### src/rtl/ezusb_tx_arbiter.sv
// ezusb_tx_arbiter: round-robin share of the FPGA->EZ-USB DI stream between
// NCH 16-bit requester streams, each grant framed as header/data/trailer.
// Ports: ifclk/reset; req_data/req_valid/req_last/req_ready per channel;
// DI/DI_valid/DI_ready/DI_enable to the USB interface; grant_ch, busy status.
module ezusb_tx_arbiter #(
  parameter int NCH       = 4,
  parameter int MAX_BURST = 256,
  parameter int IDLE_TO   = 16
) (
  input  logic              ifclk,
  input  logic              reset,
  input  logic [NCH*16-1:0] req_data,
  input  logic [NCH-1:0]    req_valid,
  input  logic [NCH-1:0]    req_last,
  output logic [NCH-1:0]    req_ready,
  output logic [15:0]       DI,
  output logic              DI_valid,
  input  logic              DI_ready,
  output logic              DI_enable,
  output logic [2:0]        grant_ch,
  output logic              busy
);
  localparam int IW = (IDLE_TO < 2) ? 1 : $clog2(IDLE_TO + 1);
  localparam logic [IW-1:0] ITO = IW'(IDLE_TO);
  localparam logic [12:0] MAXB = 13'(MAX_BURST);
  localparam logic [2:0] LASTCH = 3'(NCH - 1);

  typedef enum logic [1:0] {IDLE, HDR, DATA, TRL} state_t;

  state_t        state_q, state_d;
  logic [15:0]   di_q, di_d;
  logic          di_valid_q, di_valid_d;
  logic          di_enable_q, di_enable_d;
  logic [2:0]    grant_q, grant_d;
  logic [2:0]    rr_q, rr_d;
  logic [11:0]   cnt_q, cnt_d;
  logic [IW-1:0] idle_q, idle_d;

  logic          advance;
  logic          g_valid, g_last;
  logic [15:0]   g_data;
  logic          found;
  logic [2:0]    pick;
  logic [12:0]   cnt_inc;
  logic          room;
  logic          accept;

  assign advance = !di_valid_q || DI_ready;
  assign cnt_inc = {1'b0, cnt_q} + 13'd1;
  assign room    = {1'b0, cnt_q} < MAXB;

  always_comb begin
    g_valid = 1'b0;
    g_last  = 1'b0;
    g_data  = '0;
    for (int i = 0; i < NCH; i++) begin
      if (grant_q == 3'(i)) begin
        g_valid = req_valid[i];
        g_last  = req_last[i];
        g_data  = req_data[16*i +: 16];
      end
    end
  end

  // search starts just after the last granted channel
  always_comb begin
    int idx;
    idx   = 0;
    found = 1'b0;
    pick  = rr_q;
    for (int k = 1; k <= NCH; k++) begin
      idx = int'(rr_q) + k;
      if (idx >= NCH) idx = idx - NCH;
      for (int j = 0; j < NCH; j++) begin
        if (!found && idx == j && req_valid[j]) begin
          found = 1'b1;
          pick  = 3'(j);
        end
      end
    end
  end

  always_comb begin
    state_d     = state_q;
    di_d        = di_q;
    di_valid_d  = di_valid_q;
    grant_d     = grant_q;
    rr_d        = rr_q;
    cnt_d       = cnt_q;
    idle_d      = idle_q;
    req_ready   = '0;
    accept      = 1'b0;
    di_enable_d = (state_q != IDLE) || (|req_valid);
    unique case (state_q)
      IDLE: begin
        if (advance) di_valid_d = 1'b0;
        if (found) begin
          grant_d = pick;
          cnt_d   = '0;
          idle_d  = '0;
          state_d = HDR;
        end
      end
      HDR: begin
        if (advance) begin
          di_d       = {4'hA, 1'b0, grant_q, 8'h00};
          di_valid_d = 1'b1;
          state_d    = DATA;
        end
      end
      DATA: begin
        for (int i = 0; i < NCH; i++) begin
          req_ready[i] = (grant_q == 3'(i)) && advance && room;
        end
        accept = g_valid && advance && room;
        if (!g_valid && idle_q != ITO) idle_d = idle_q + IW'(1);
        if (accept) begin
          di_d       = g_data;
          di_valid_d = 1'b1;
          cnt_d      = cnt_inc[11:0];
          idle_d     = '0;
          if (g_last || cnt_inc == MAXB) state_d = TRL;
        end else begin
          if (advance) di_valid_d = 1'b0;
          // close a stalled burst; cnt_q != 0 keeps every burst non-empty
          if (IDLE_TO != 0 && !g_valid && cnt_q != '0 && idle_d == ITO)
            state_d = TRL;
        end
      end
      TRL: begin
        if (advance) begin
          di_d       = {4'h5, cnt_q};
          di_valid_d = 1'b1;
          rr_d       = grant_q;
          state_d    = IDLE;
        end
      end
      default: state_d = IDLE;
    endcase
  end

  always_ff @(posedge ifclk or posedge reset) begin
    if (reset) begin
      state_q     <= IDLE;
      di_q        <= '0;
      di_valid_q  <= 1'b0;
      di_enable_q <= 1'b0;
      grant_q     <= LASTCH;
      rr_q        <= LASTCH;
      cnt_q       <= '0;
      idle_q      <= '0;
    end else begin
      state_q     <= state_d;
      di_q        <= di_d;
      di_valid_q  <= di_valid_d;
      di_enable_q <= di_enable_d;
      grant_q     <= grant_d;
      rr_q        <= rr_d;
      cnt_q       <= cnt_d;
      idle_q      <= idle_d;
    end
  end

  assign DI        = di_q;
  assign DI_valid  = di_valid_q;
  assign DI_enable = di_enable_q;
  assign grant_ch  = grant_q;
  assign busy      = state_q != IDLE;

endmodule

### config.mk
export PLATFORM = sky130hd
export DESIGN_NAME = ezusb_tx_arbiter
export DESIGN_NICKNAME = d
export VERILOG_FILES = /design/src/rtl/ezusb_tx_arbiter.sv
export SDC_FILE = /design/constraint.sdc
export NUM_CORES = 1
export LEC_CHECK = 0
export ABC_CLOCK_PERIOD_IN_PS = 2800
export BUFFER_PORTS_ARGS = -buffer_cell sky130_fd_sc_hd__buf_2
export CORE_UTILIZATION = 47
export DETAILED_ROUTE_END_ITERATION = 10
export GPL_ROUTABILITY_DRIVEN = 0
export PLACE_DENSITY = 0.83
export SLEW_MARGIN = 30
export SYNTH_ARGS = -nofsm -noshare
export SYNTH_HDL_FRONTEND = slang
export SYNTH_SLANG_ARGS = --single-unit
### constraint.sdc
create_clock -name ifclk -period 2.8 [get_ports ifclk]
set_clock_uncertainty 0.15 [all_clocks]
set_input_delay 0.14 -clock ifclk [delete_from_list [all_inputs] [get_ports ifclk]]
set_output_delay 0.14 -clock ifclk [all_outputs]
set_load 0.05 [all_outputs]
Word level (Yosys, flattened, before mapping)
Index checks and enable logic that the tools add are counted.
{"block": "word_totals", "ff_bits": 43, "in_bits": 75, "output_inout_bits": 26, "elab_cells": 205}
{"block": "op_classes", "add_sub_neg": 10, "magnitude_cmp": 5, "n_eq_ne": 28, "mux": 72, "n_reduce_logical": 82}
{"op": "== test 32 x 3 -> 1 bit, second input constant", "n": 8}
{"op": "== test 32 x 2 -> 1 bit, second input constant", "n": 4}
{"op": "zero test 32 bit", "n": 4}
{"op": "two-way mux 32 bit", "n": 4}
{"op": "two-way mux 16 bit", "n": 7}
{"op": "two-way mux 3 bit", "n": 16}
{"op": "case mux 16 bit (3 select lines)", "n": 1}
{"op": "logical AND 1 bit", "n": 44}
{"op": "two-way mux 1 bit", "n": 27}
{"op": "two-way mux 12 bit", "n": 2}
{"op": "case mux 12 bit (2 select lines)", "n": 1}
{"op": "two-way mux 5 bit", "n": 4}
{"op": "subtractor 4 x 3 -> 5 bit, second input constant", "n": 4}
{"op": "zero test 1 bit", "n": 17}
{"op": ">= comparator 4 x 3 -> 1 bit, second input constant", "n": 4}
{"op": "adder 12 x 1 -> 13 bit, second input constant", "n": 1}
{"op": "== test 13 x 9 -> 1 bit, second input constant", "n": 1}
{"op": "< comparator 12 x 9 -> 1 bit, second input constant", "n": 1}
{"op": "two-way mux 2 bit", "n": 6}
{"op": "nonzero test 12 bit", "n": 1}
{"op": "case mux 5 bit (2 select lines)", "n": 1}
{"op": "adder 3 x 2 -> 4 bit, second input constant", "n": 2}
{"op": "!= test 2 bit, second input constant", "n": 4}
{"op": "case mux 2 bit (4 select lines)", "n": 1}
{"op": "other kinds (24)", "n": 32}

Longest topological paths before layout
Gate-level depths: netlist (run 1).
{"block": "logic_depth", "ltp_word": 68, "mapped_depth": 12}

Least setup slack after synthesis (run 1)
Ideal clock, no wire load.
{"block": "synth_timing", "path_kind": "register -> register", "startpoint": "reg rr_q[1]", "endpoint": "reg idle_q[4]", "arrival_ps": 2796, "t_required_ps": 2546, "path_slack_ps": -249, "path_stages_with_launch": 11, "n_path_buf": 2, "path_cell_list": "dfstp_2 > buf_2 > buf_2 > inv_1 > ha_1 > or3b_4 > a211oi_2 > a211oi_2 > a32o_1 > or2_4 > o41ai_2"}
{"block": "synth_between", "elab_chain_cells": 68, "elab_cells_between_ends": 96}
{"item": "from (decl)", "line_no": "35", "source": "logic [2:0] rr_q, rr_d;"}
{"item": "from (signal assigned)", "line_no": "158", "source": "rr_q <= rr_d;"}
{"item": "adder 3 x 1 -> 4 bit", "line_no": "72", "source": "idx = int'(rr_q) + k;"}
{"item": "subtractor 4 x 3 -> 5 bit / >= comparator 4 x 3 -> 1 bit (equally long branches)", "line_no": "73", "source": "if (idx >= NCH) idx = idx - NCH;"}
{"item": "two-way mux 32 bit", "line_no": "73"}
{"item": "zero test 32 bit", "line_no": "75", "source": "if (!found && idx == j && req_valid[j]) begin"}
{"item": "logical AND 1 bit", "line_no": "75"}
{"item": "two-way mux 1 bit", "line_no": "75"}
{"item": "zero test 1 bit", "line_no": "75"}
{"item": "logical AND 1 bit (2 in series)", "line_no": "75"}
{"item": "(+49 left out)"}
{"item": "zero test 1 bit", "line_no": "75"}
{"item": "logical AND 1 bit (2 in series)", "line_no": "75"}
{"item": "two-way mux 1 bit", "line_no": "75"}
{"item": "zero test 1 bit", "line_no": "75"}
{"item": "logical AND 1 bit (2 in series)", "line_no": "75"}
{"item": "two-way mux 1 bit *", "line_no": "75"}
{"item": "!= test 2 bit (no line) *"}
{"item": "AND reduction 2 bit (no line) *"}
{"item": "to (signal assigned)", "line_no": "160", "source": "idle_q <= idle_d;"}
{"item": "to (decl)", "line_no": "37", "source": "logic [IW-1:0] idle_q, idle_d;"}
Mark *: on every way between the ends. The rest lies on a longest branch, timed or not.
A chain may end at the register's enable or synchronous reset.

Final worst setup path (run 1)
Ends and elaborated chain as after synthesis.

==> flow_summary.json, run 1 <==
{
  "syn-num-nets": 487,
  "grt_pass1_wl_mm": 15.0,
  "power.switching_fraction_pct": 52.8,
  "min_delay_path_depth": 3,
  "cp.required_ns": 2.83,
  "peakVddDrop_mv": 0.707,
  "synth_area_um2": 3380,
  "core-area_um2": 6870,
  "reg2regPathDepth": 8,
  "dieArea_um2": 7530,
  "clkPwrFrac_pct": 8.9,
  "root_buffer": "clkbuf_8",
  "grt_max_degree": 32,
  "synth-seq-area-share_pct": 32.0,
  "tns_ns": 0,
  "slew-limit-headroom_pct": 62.1,
  "cp_common_cell": "a211oi_2",
  "hold_end": "DI_enable$_DFF_PP0_",
  "hpwl_mm": 7.15,
  "worstPathMaxFanout": 6,
  "row_count": 30,
  "diodes": 0,
  "drt_iter0_markers": 218,
  "outcome": "finished, final reports clean",
  "route.detailed.drc": 0,
  "fin_area_um2": 4150,
  "seq_power_share_pct": 22.3,
  "dr.pass1.iters": 5,
  "numClockSinks": 43,
  "synthArstFlopShare_pct": 100,
  "worstPathArrival_ns": 2.76,
  "drt_wl_total_mm": 9.32,
  "synth.area.top_cells": "dfrtp_1 29%, mux2i_1 5.9%, ha_1 5.2%, o21ai_0 5.2%, a21oi_1 3.9%",
  "cap_violations": 0,
  "ys_ff_latch": 43,
  "hold_slack_ns": 0.0183,
  "min_from": "req_valid[3]",
  "grt-ovfl-total": 0,
  "criticalPathCategory": "reg2reg",
  "cts_made_buffers": 5,
  "cts_max_level": 2,
  "start_util_pct": 49.2,
  "clock_path_buffers": 2,
  "grt_setup_unrepaired": "no",
  "die-height_um": 86.8,
  "fill_cells": 610,
  "p_int_w": 0.00209,
  "grt_pass1_vias": 3219,
  "maxSlewViolCount": 0,
  "hp-class": "in2reg",
  "port_buffers": 100,
  "final_cell_mix": "100 x buf_2, 39 x dfrtp_1, 35 x o21ai_0",
  "switching_power_w": 0.00234,
  "syn2layout_area_growth_pct": 22.8,
  "crit_chain": "inv_2 > ha_4 > or3b_4 > a211oi_2 > a211oi_2 > a32o_2 > or2_4 > o41ai_2",
  "end_kind": "flip-flop",
  "die_w_um": 86.8,
  "yosysWarnings": 0,
  "power_frac_comb_pct": 68.9,
  "crit_path_max_incr_delay_ns": 0.59,
  "tightest_slew_ns": 0.561,
  "final_nets": 585,
  "max_freq_ghz": 0.366,
  "dpl-instance-area_um2": 4030,
  "clk_pin_slew_ns": 0.09,
  "syn_inst": 398,
  "syn_avg_cell_area_um2": 8.49,
  "antenna_left": 0,
  "hold_violations": 0,
  "routedWlPerCell_um": 15.7,
  "antenna_found_initial": 0,
  "min_period_ns": 2.73,
  "drive_gt1_share_pct": 32.2,
  "r2r_end": "idle_q[4]$_DFFE_PP0P_",
  "p_leak_nw": 1.98,
  "r2r_setup_slack_ns": 0.07,
  "final_common_cell": "buf_2",
  "synth.distinct_cells": 63,
  "via_per_inst": 5.86,
  "yosysTopAreaCellShare_pct": 28.9,
  "ios": 101,
  "worstSkewPairLatency_ns": 0.30,
  "crit_slowest_cell": "dfstp_2",
  "p_total_w": 0.00442,
  "grtUsageTotal_pct": 25.4,
  "finalCritPeriodShare_pct": 97.5,
  "cts_tree": "yes",
  "synth_edf_count": 0,
  "synth_top_cell_by_area": "dfrtp_1",
  "r2r_start": "rr_q[1]$_DFFE_PP1P_",
  "critPathLaunchType": "flip-flop",
  "vias": 3477,
  "dominantRegCellSynth": "dfrtp_1",
  "power_density_nw_per_um2": 1070,
  "finalSetupViolCount": 0
}
## worst max-delay path by stage
stage / start / to / slack (ns) / depth (start not counted)
5_1_grt: rr_q[1]$_DFFE_PP1P_ / idle_q[4]$_DFFE_PP0P_ / 0.02 / 8
2_1_floorplan: rr_q[1]$_DFFE_PP1P_ / state_q[1]$_DFFE_PP0P_ / 0.02 / 11
4_1_cts: rr_q[1]$_DFFE_PP1P_ / idle_q[4]$_DFFE_PP0P_ / 0.06 / 8
6_report: rr_q[1]$_DFFE_PP1P_ / idle_q[4]$_DFFE_PP0P_ / 0.07 / 8
3_3_place_gp: rr_q[1]$_DFFE_PP1P_ / cnt_q[6]$_DFFE_PP0P_ / 0.09 / 9
3_5_place_dp: rr_q[1]$_DFFE_PP1P_ / cnt_q[6]$_DFFE_PP0P_ / 0.02 / 9
## timing repair
action,in CTS,in global routing
setup buffers,0,2
endpoints found under the hold margin,22,0
setup endpoints to repair,1,5
resized for setup,1,1
hold buffers,1,0
## power groups by stage
stage	logic, W	registers, W	clock network, W
3_3_place_gp	0.00289	0.000987	0
3_5_place_dp	0.00297	0.000996	0
2_1_floorplan	0.00196	0.00129	0
4_1_cts	0.00300	0.000984	0.000403
5_1_grt	0.00332	0.00101	0.000431
6_report	0.00305	0.000985	0.000393
## metal layers
metal | vias to the layer above | global-route usage [%] | part of all wire [%]
met3 | 19 | 5.62 | 7.1
met4 | 0 | 9.09 | 2.0
li1 | 1654 | - | -
met1 | 1660 | 29.6 | 41
met2 | 144 | 45.7 | 50
met5 | - | 0 | 0
## metrics by stage
step | setup slack [ns] | util [%] | std cells
final | 0.0706 | 60.4 | 593
after global routing | 0.0162 | 60.4 | 593
after CTS | 0.0612 | 60.1 | 591
after global placement | 0.0925 | 58.6 | 582
after floorplan | 0.0239 | - | 398
after detailed placement | 0.0214 | 58.6 | 582
## cell type report
cell class                 count  area (um2)  area share [%]
timing repair buffer         119         646            15.6
tap                           96         120            2.90
inverter                      19        72.6            1.75
multi-input combinational    308        2150            51.7
sequential                    43        1080            26.1
clock inverter                 3        15.0           0.362
clock buffer                   5        68.8            1.66
## registers in the layout, indices dropped and copies added (netlist names)
name	flops
DI	16
cnt_q	12
idle_q	5
grant_ch	3
rr_q	3
state_q	2
DI_enable	1
DI_valid	1
## worst max-delay path, delay by kind of cell, from the launching register on
kind	cells	cell delay (ns)
flops	1	0.59
fa+ha+maj	1	0.22
compound gates	4	0.90
buf+inv	1	0.07
simple gates	2	0.67
## cells in the mapped netlist (5+ instances only)
master,instances
nor3_1,11
a22oi_1,11
a21oi_1,26
buf_2,9
o21ai_0,35
mux2i_1,20
nand2_1,34
nor2_1,19
inv_1,19
nand3_1,15
nor2b_1,19
clkbuf_1,15
and2_1,6
mux2_2,5
dfrtp_1,39
ha_1,14
a211oi_1,14
a31oi_1,6
nand2b_1,6
## logic make-up after synthesis
family          count (synthesis)  synth area share (%)
simple gates                  136                  21.4
compound gates                127                  25.1
buf+inv                        47                  5.78
xor+xnor                        2                 0.519
flops                          43                  32.0
fa+ha+maj                      14                  5.19
mux                            29                  10.0
Power figures use the tool's default switching activity.
==> run 2: changes to the inputs <==
--- a/config.mk
+++ b/config.mk
@@ -5,12 +5,13 @@
 export SDC_FILE = /design/constraint.sdc
 export NUM_CORES = 1
 export LEC_CHECK = 0
+export ABC_AREA = 1
 export ABC_CLOCK_PERIOD_IN_PS = 2800
 export BUFFER_PORTS_ARGS = -buffer_cell sky130_fd_sc_hd__buf_2
-export CORE_UTILIZATION = 47
+export CORE_UTILIZATION = 48
 export DETAILED_ROUTE_END_ITERATION = 10
 export GPL_ROUTABILITY_DRIVEN = 0
-export PLACE_DENSITY = 0.83
+export PLACE_DENSITY = 0.84
 export SLEW_MARGIN = 30
 export SYNTH_ARGS = -nofsm -noshare
 export SYNTH_HDL_FRONTEND = slang
==> run 2 against run 1 <==
Net effect: the run now ends with setup timing left; design area rose by 9.0%; setup slack worse by 0.096 ns; sequential power increased by 11%; clock power up 6.9%; synthesized area grew 1.8%; die area decreased by 0.33%; synthesized cell count grew 21%; critical path depth is 9 higher; first-iteration DRC count rose by 140%; cell count is 18% higher; highest routed layer unchanged.
==> flow_summary.json, run 2 <==
{
  "outcome": "complete, but fails checks",
  "violations": "setup timing",
  "vias": 4190,
  "hold_end": "DI[9]$_DFFE_PP0P_",
  "cts_made_buffers": 5,
  "min_period_ns": 2.83,
  "cpLargestDelayFamily": "simple AND/OR/NAND/NOR gates",
  "grt-ovfl-total": 0,
  "grtUsageTotal_pct": 29.5,
  "crit_buf_inv": 2,
  "dieArea_um2": 7510,
  "hpwl_mm": 8.08,
  "finalCritPeriodShare_pct": 101,
  "synth.area.top_cells": "dfrtp_1 28%, nand2_1 12%, nor2_1 6.8%, nand3_1 6.7%, inv_1 5.3%",
  "critPathLaunchType": "flip-flop",
  "dr.pass1.iters": 8,
  "grt_pass1_vias": 3662,
  "fin_area_um2": 4520,
  "reg2regPathDepth": 17,
  "slew-limit-headroom_pct": 52.4,
  "root_buffer": "clkbuf_8",
  "final_nets": 693,
  "antenna_found_initial": 0,
  "grt_use_met2_pct": 51.9,
  "syn2layout_area_growth_pct": 31.6,
  "synth_edf_count": 0,
  "hp-class": "in2reg",
  "core-area_um2": 6870,
  "crit_path_max_incr_delay_ns": 0.63,
  "syn_inst": 483,
  "crit_slowest_cell": "dfstp_2",
  "cts_max_level": 2,
  "min_from": "req_data[57]",
  "yosysTopAreaCellShare_pct": 28.4,
  "power_density_nw_per_um2": 1220,
  "r2r_start": "rr_q[1]$_DFFE_PP1P_",
  "row_count": 30,
  "p_leak_nw": 2.22,
  "synth.distinct_cells": 43,
  "synth_top_cell_by_area": "dfrtp_1",
  "max_freq_ghz": 0.354,
  "dominantRegCellSynth": "dfrtp_1",
  "worstPathMaxFanout": 5,
  "drive_gt1_share_pct": 32.4,
  "via_per_inst": 5.98,
  "finalSetupViolCount": 4,
  "grt_setup_unrepaired": "yes",
  "min_delay_path_depth": 3,
  "route.detailed.drc": 0,
  "dpl_worst_slack_ns": -0.00596,
  "yosysWarnings": 0,
  "antenna_left": 0,
  "tightest_slew_ns": 0.711,
  "maxSlewViolCount": 0,
  "drt_wl_total_mm": 12.1,
  "peakVddDrop_mv": 0.467,
  "clk_pin_slew_ns": 0.09,
  "cp_common_cell": "nand2_1",
  "drt_iter0_markers": 523,
  "ios": 101,
  "start_util_pct": 50.1,
  "grt_max_degree": 44,
  "dpl-instance-area_um2": 4100,
  "final_cell_mix": "100 x buf_2, 97 x nand2_1, 61 x nor2_1",
  "finalWorstSetupSlack_ns": -0.0253,
  "syn_avg_cell_area_um2": 7.12,
  "end_kind": "flip-flop",
  "grt_use_met1_pct": 36.5,
  "final_common_cell": "buf_2",
  "cap_violations": 0,
  "ys_ff_latch": 43,
  "dp.cells": 678,
  "cts_tree": "yes",
  "r2r_setup_slack_ns": -0.03,
  "cp.required_ns": 2.90,
  "criticalPathCategory": "reg2reg",
  "r2r_end": "grant_ch[0]$_DFFE_PP1P_",
  "crit_chain": "inv_4 > ha_4 > nor2_2 > nand3_4 > nand2_4 > nand2_4 > nand4_4 > nor2_4 > nand4_4 > nor2_2 > nand3_2 > nor2_4 > buf_4 > nand2_1 > nand2_1 > nand2_1 > nand2_1",
  "busiest_layer": "met2",
  "worstSkewPairLatency_ns": 0.31,
  "diodes": 0,
  "synthArstFlopShare_pct": 100,
  "hold_slack_ns": 0.0565,
  "yosysMostFrequentCell": "nand2_1",
  "grt_pass1_wl_mm": 17.2,
  "synth_common_cells": "106 x nand2_1, 62 x nor2_1, 49 x inv_1",
  "routedWlPerCell_um": 17.3,
  "instances_no_fill": 701,
  "synth_area_um2": 3440,
  "syn-num-nets": 572,
  "worstPathArrival_ns": 2.93,
  "largest_reg_flops": 16,
  "clock_path_buffers": 2,
  "synth-seq-area-share_pct": 31.4,
  "die-height_um": 86.6,
  "die_w_um": 86.6,
  "port_buffers": 100,
  "gr-usage-met3_pct": 4.00,
  "tns_ns": -0.0463,
  "numClockSinks": 43,
  "hold_violations": 0
}
-- run 2: stage by stage --
stage / total power [W] / util (%)
2_1_floorplan: 0.00371 / -
3_3_place_gp: 0.00443 / 59.7
3_5_place_dp: 0.00456 / 59.7
4_1_cts: 0.00503 / 61.9
5_1_grt: 0.00590 / 65.9
6_report: 0.00554 / 65.9
-- run 2: metal layers --
layer	up-vias	share of wire (%)	wire [um]
met5	-	0	0
met4	0	5.4	651
met3	82	9.0	1100
met2	321	49	5950
met1	1902	37	4430
li1	1885	-	-
-- run 2: kinds of logic (layout without fill, tap and decap cells) --
group / Yosys count / in the layout / share of synthesized area, %
fa+ha+maj: 14 / 14 / 5.09
compound gates: 89 / 89 / 17.8
xor+xnor: 11 / 11 / 2.80
simple gates: 257 / 260 / 34.6
buf+inv: 69 / 188 / 8.26
flops: 43 / 43 / 31.4
-- run 2: where the power goes --
part           switching, W  leakage, nW  internal (W)  total [W]
combinational       0.00269         1.65       0.00134    0.00402
clock              0.000242       0.0408      0.000179   0.000420
sequential         0.000217        0.537      0.000875    0.00109
total               0.00315         2.22       0.00239    0.00554
-- run 2: how the worst max path moves through the flow --
stage / cells past startpoint / to / slack [ns] / from
6_report: 17 / grant_ch[0]$_DFFE_PP1P_ / -0.03 / rr_q[1]$_DFFE_PP1P_
5_1_grt: 13 / state_q[0]$_DFFE_PP0P_ / -0.29 / cnt_q[0]$_DFFE_PP0P_
3_3_place_gp: 16 / cnt_q[6]$_DFFE_PP0P_ / 0.12 / rr_q[1]$_DFFE_PP1P_
4_1_cts: 15 / cnt_q[8]$_DFFE_PP0P_ / 0.02 / rr_q[1]$_DFFE_PP1P_
2_1_floorplan: 6 / req_ready[0] / 0.02 / state_q[0]$_DFFE_PP0P_
3_5_place_dp: 16 / cnt_q[6]$_DFFE_PP0P_ / -0.006 / rr_q[1]$_DFFE_PP1P_
-- run 2: repair_timing --
action,CTS,global route
gates resized for setup,2,41
setup endpoints to repair,10,22
hold buffers,4,0
buffers inserted,0,8
endpoints found under the hold margin,40,0
pin swaps,0,17
cloned,1,2
-- run 2: worst register-to-register path, stage by stage (launching register included) --
cell and delay (ns):
dfstp_2 0.63, inv_4 0.06, ha_4 0.27, nor2_2 0.05, nand3_4 0.06, nand2_4 0.10
nand2_4 0.10, nand4_4 0.13, nor2_4 0.19, nand4_4 0.11, nor2_2 0.14, nand3_2 0.10
nor2_4 0.22, buf_4 0.14, nand2_1 0.05, nand2_1 0.10, nand2_1 0.09, nand2_1 0.09
-- run 2: final cells by class --
cell class                 count  area, um2
fill                         528       2340
clock buffer                   5       68.8
timing repair buffer         126        722
clock inverter                 3       23.8
sequential                    43       1080
tap                           96        120
inverter                      54        205
multi-input combinational    374       2300
